--- src/rtl/alu_seq_ctrl.sv ---
// alu_seq_ctrl: multi-cycle fetch/decode/execute controller owning PC, IR and register-window pointer
module alu_seq_ctrl #(
  parameter logic [11:0] RESET_PC  = 12'h000,
  parameter logic [1:0]  RESET_WND = 2'd0
) (
  input  logic        clk,
  input  logic        rst,
  input  logic [15:0] mem_rdata,
  input  logic        mem_ready,
  input  logic        alu_zero,
  output logic        mem_req,
  output logic        mem_we,
  output logic [11:0] mem_addr,
  output logic [11:0] pc,
  output logic [4:0]  alu_op,
  output logic        alu_a_imm,
  output logic [15:0] imm,
  output logic [1:0]  rf_rs,
  output logic        rf_we,
  output logic        rf_wsrc,
  output logic [1:0]  wnd,
  output logic        illegal
);
  localparam logic [2:0] FETCH  = 3'd0;
  localparam logic [2:0] DECODE = 3'd1;
  localparam logic [2:0] EXEC   = 3'd2;
  localparam logic [2:0] WB     = 3'd3;
  localparam logic [2:0] MEM    = 3'd4;
  localparam logic [4:0] NOP_OP = 5'd10;
  logic [2:0]  state_q, state_d;
  logic [11:0] pc_q, pc_d;
  logic [15:0] ir_q, ir_d;
  logic [1:0]  wnd_q, wnd_d;
  logic [2:0]  op;
  logic [3:0]  func;
  logic        is_ls, is_jmp, is_br, is_r, is_i, r_alu, r_nop, r_wnd, bad, held;
  assign op     = ir_q[15:13];
  assign func   = ir_q[3:0];
  assign is_ls  = op[2:1] == 2'b00;
  assign is_jmp = op == 3'b010;
  assign is_br  = op == 3'b100;
  assign is_r   = op == 3'b110;
  assign is_i   = op == 3'b111;
  assign r_alu  = is_r && func < 4'd6;
  assign r_nop  = is_r && func == 4'd6;
  assign r_wnd  = is_r && func[3:2] == 2'b10;
  assign bad    = op == 3'b011 || op == 3'b101 || (is_r && (func == 4'd7 || func[3:2] == 2'b11));
  assign held   = state_q == EXEC || state_q == WB || state_q == MEM;
  always_comb begin
    state_d   = state_q;
    pc_d      = pc_q;
    ir_d      = ir_q;
    wnd_d     = wnd_q;
    mem_req   = 1'b0;
    mem_we    = 1'b0;
    mem_addr  = 12'h000;
    alu_op    = NOP_OP;
    rf_we     = 1'b0;
    rf_wsrc   = 1'b0;
    illegal   = 1'b0;
    alu_a_imm = held && is_i;
    rf_rs     = (held && !is_i) ? ir_q[12:11] : 2'd0;
    imm       = held ? {8'h00, ir_q[7:0]} : 16'h0000;
    pc        = pc_q;
    wnd       = wnd_q;
    case (state_q)
      FETCH: begin
        mem_req  = 1'b1;
        mem_addr = pc_q;
        if (mem_ready) begin
          ir_d    = mem_rdata;
          pc_d    = pc_q + 12'd1;
          state_d = DECODE;
        end
      end
      DECODE: begin
        illegal = bad;
        pc_d    = is_jmp ? ir_q[11:0] : pc_q;
        wnd_d   = r_wnd ? func[1:0] : wnd_q;
        state_d = is_ls ? MEM : (is_br || is_i || r_alu) ? EXEC : FETCH;
      end
      EXEC: begin
        alu_op  = is_br ? 5'd3 : is_i ? 5'd15 + {3'b000, ir_q[12:11]} : {1'b0, func} + 5'd4;
        state_d = WB;
      end
      WB: begin
        rf_we   = !is_br;
        pc_d    = (is_br && alu_zero) ? {1'b0, ir_q[10:0]} : pc_q;
        state_d = FETCH;
      end
      MEM: begin
        mem_req  = 1'b1;
        mem_we   = op[0];
        mem_addr = ir_q[11:0];
        rf_we    = mem_ready && !op[0];
        rf_wsrc  = mem_ready && !op[0];
        state_d  = mem_ready ? FETCH : MEM;
      end
      default: state_d = FETCH;
    endcase
    // Reset forces every output quiet so an abandoned transaction has no side effect
    if (rst) begin
      mem_req   = 1'b0;
      mem_we    = 1'b0;
      mem_addr  = 12'h000;
      alu_op    = NOP_OP;
      rf_we     = 1'b0;
      rf_wsrc   = 1'b0;
      illegal   = 1'b0;
      alu_a_imm = 1'b0;
      rf_rs     = 2'd0;
      imm       = 16'h0000;
      pc        = RESET_PC;
      wnd       = RESET_WND;
    end
  end
  always_ff @(posedge clk) begin
    if (rst) begin
      state_q <= FETCH;
      pc_q    <= RESET_PC;
      ir_q    <= 16'h0000;
      wnd_q   <= RESET_WND;
    end else begin
      state_q <= state_d;
      pc_q    <= pc_d;
      ir_q    <= ir_d;
      wnd_q   <= wnd_d;
    end
  end
endmodule

--- config.mk ---
export PLATFORM = sky130hd
export DESIGN_NAME = alu_seq_ctrl
export DESIGN_NICKNAME = d
export VERILOG_FILES = /design/src/rtl/alu_seq_ctrl.sv
export SDC_FILE = /design/constraint.sdc
export NUM_CORES = 1
export LEC_CHECK = 0
export CAP_MARGIN = 20
export CORE_ASPECT_RATIO = 1.2
export CORE_UTILIZATION = 55
export DETAILED_ROUTE_END_ITERATION = 12
export DONT_BUFFER_PORTS = 1
export PLACE_DENSITY = 0.78
export SYNTH_ARGS = -nofsm -noshare
export SYNTH_HDL_FRONTEND = slang
export SYNTH_SLANG_ARGS = --single-unit
export TNS_END_PERCENT = 1
--- constraint.sdc ---
create_clock -name clk -period 2.5 [get_ports clk]
set_input_delay 0.25 -clock clk [delete_from_list [all_inputs] [get_ports clk]]
set_output_delay 0.25 -clock clk [all_outputs]
set_load 0.05 [all_outputs]
==> reports/results.tsv <==
stage	metric	value	unit
logic_synthesis	synth.ff_latch_count	33	
finish	area_growth_syn_to_layout	17.5	%
placed_design	buffer_ports.inserted	0	
logic_synthesis	post-synth-top-count-cell	sky130_fd_sc_hd__nand2_1	
logic_synthesis	syn_area	2360	um2
global_routing	number_of_antenna_violations_at_the_first_check_in_global_routing	0	
sta	final_critical_path_setup_slack	0.181	ns
detailed_routing	route.detailed.vias_per_inst	5.97	
job	cap_viol_max_count	0	
finish	nets	371	
sta	clock_skew	0.00934	ns
sta	max_slew.worst_pin.slew	0.594	ns
die	ios	75	
worst_setup_path	worst-r2r-cell-count	4	
die	placementRows	25	
logic_synthesis	synth-edff-count	0	
sta	timing.final.hold_violations	0	
global_routing	globalRouteMet1Util	36.8	%
pwr	static-leakage-power	1.03	nW
logic_synthesis	netlist_instances	323	
sta	hold_slack	0.0171	ns
logic_synthesis	synthDominantAreaCellType	sky130_fd_sc_hd__dfxtp_1	
worst_setup_path	worstSetupStartpointType	register	
placed_design	place_congestion	0.892	
clock_network	maximum_buffer_depth_of_the_clock_tree	2	
die	initial_util	58.4	%
logic_synthesis	synth.top_cell.area_share	28.0	%
detailed_routing	route.antenna.remaining_nets	0	
logic_synthesis	per_instance_average_area_after_synthesis	7.30	um2
worst_setup_path	cp_data_required_time	2.25	ns
sta	grt_setup_unrepaired	false	
sta	max_freq	431	MHz
sta	fin_crit_sh	92.8	%
sta	final.min_clock_period	2.32	ns
placed_design	dp_hpwl	4.30	mm
pwr	ir_drop	428	uV
worst_setup_path	cp_data_arrival_time	2.07	ns
worst_setup_path	timing.reg2reg.setup_slack	0.57	ns
global_routing	grtUsageMet3	6.16	%
worst_setup_path	timing.critical_path.to_type	output pin	
sta	timing.final.setup_violations	0	
detailed_routing	route.vias.total	2394	
worst_setup_path	crit_path_kind	register to output pin	
worst_hold_path	hold_path_depth	1	
sta	max-slew-margin-rel	60.3	%
logic_synthesis	synth_common_cells	43 x sky130_fd_sc_hd__nand2_1, 33 x sky130_fd_sc_hd__dfxtp_1, 27 x sky130_fd_sc_hd__nor2_1	
detailed_routing	drtPass1Iterations	4	
worst_hold_path	worstHoldStart	rst	
global_routing	grtUsageTotal	28.1	%
finish	share_of_layout_cells_above_drive_strength_1	19.0	%
global_routing	globalRoute.totalOverflow	0	
clock_network	clk_pin_slew	0.08	ns
clock_network	post_cts_resized	0	
detailed_routing	drt_iter0_markers	204	
run_status	outcome	finished, final reports clean	
die	die_area	4550	um2
die	die_ht	73.7	um
sta	slew_violations	0	
worst_hold_path	hold_path_endpoint	pc_q[8]	
worst_setup_path	reg2reg_from	ir_q[13]	
logic_synthesis	synth_flop_cell	sky130_fd_sc_hd__dfxtp_1	
logic_synthesis	yosys.cell_types.count	48	
detailed_routing	detail_route.drc_violations	0	
detailed_routing	wirelength	6.11	mm
die	die-width	61.8	um
logic_synthesis	post_synth_main_area_contributors	sky130_fd_sc_hd__dfxtp_1 28%, sky130_fd_sc_hd__nand2_1 6.8%, sky130_fd_sc_hd__o31ai_1 6.1%	
clock_network	cts_setup_buffers	0	
clock_network	tritoncts	yes	
global_routing	grt_util_met2	42.8	%
pwr	power-per-cell-area	467	nW/um2
worst_hold_path	hold_path.class	input pin to register	
die	core_area	4040	um2
clock_network	cts_made_buffers	5	
global_routing	global_route.peak_usage_layer	met2	
clock_network	clock_insertion_delay_worst_skew	0.29	ns
logic_synthesis	yosysSeqAreaShare	28.0	%
global_routing	grt_first_pass_wirelength	9.58	mm
clock_network	cts_sinks	33	
logic_synthesis	yosys_warnings	0	
clock_network	cts_hold_buf	0	
worst_setup_path	timing.rr.end	pc_q[0]	
global_routing	grt_pass1_vias	2114	
logic_synthesis	share_of_synthesized_registers_carrying_an_async_set_or_reset	0	%
placed_design	pre_cts_ws	0.541	ns
clock_network	ctsHtreeMaxLevel	2	
finish	antenna-diode-count	0	
detailed_routing	wl_per_cell	15.2	um
sta	setup_tns	0	ns
clock_network	root_buffer	sky130_fd_sc_hd__clkbuf_8	
worst_setup_path	crit_path_max_fanout	13	
global_routing	largest_net_degree_at_the_start_of_global_routing	55	
-- final cells by class --
cell class,instances,area [um2]
multi-input cells,249,1520
flip-flops and latches,33,661
clock inverters,3,22.5
repair buffers,47,390
clock buffers,5,68.8
fillers,351,1260
inverters,10,37.5
well taps,54,67.6
-- metrics by stage --
stage               total power, mW  util [%]  instances  area (um2)
finish                         1.29      68.7        401        2770
CTS                            1.30      68.7        401        2770
global route                   1.35      68.7        401        2770
detailed placement            0.892      66.4        393        2680
floorplan                     0.844         -        330        2390
global placement              0.886      66.4        393        2680
-- worst max-delay path by stage --
stage               endpoint  slack [ns]        from
floorplan            illegal       -0.09     ir_q[2]
global placement      imm[7]        0.59  state_q[1]
global route          imm[6]        0.06  state_q[1]
CTS                   imm[5]        0.23  state_q[1]
finish                imm[7]        0.18  state_q[1]
detailed placement    imm[5]        0.54  state_q[1]
-- logic make-up after synthesis --
family / count (synthesis) / share of synthesized area, %
adder cells (fa/ha/maj): 5 / 2.65
AND/OR/NAND/NOR: 144 / 31.0
flip-flops: 33 / 28.0
buffers and inverters: 48 / 9.45
multiplexers: 15 / 6.42
other: 1 / 0.159
AO/OA/AOI/OAI: 77 / 22.3
-- routing by layer --
metal  vias up  routed length [um]
li1       1164                   -
met1      1110                2600
met2       109                2960
met3        11                 449
met4         0                  98
met5         -                   0
-- registers in the layout, summed over array words and instances (netlist names) --
| signal | cells |
|---|---|
| wnd_q | 2 |
| state_q | 3 |
| ir_q | 16 |
| pc_q | 12 |
-- where the power goes --
part / internal (mW) / switching (mW)
Sequential: 0.552 / 0.0533
Combinational: 0.0923 / 0.185
Clock: 0.195 / 0.216
-- critical path, cell delays in order, from the launching register on --
cell and delay [ns]:
sky130_fd_sc_hd__dfxtp_1 0.60, sky130_fd_sc_hd__a21oi_1 0.24, sky130_fd_sc_hd__nor2_1 0.42, sky130_fd_sc_hd__and2_1 0.52
-- cells in the final DEF, fill, tap and decap left out, drive strengths merged, types with 5 or more instances in the layout --
master  Yosys  routed
o21ai       6       6
nand2      43      43
inv        10      10
and3        5       5
nand2b      6       6
and2       11      11
nor2b      16      16
o31ai      20      20
clkbuf     20       5
dfxtp      33      33
a21oi      27      27
nor2       27      27
conb        1       8
nand3      10      10
nor3       10      10
buf        18      47
mux2i      14      14
ha          5       5
Power figures use the tool's default switching activity.
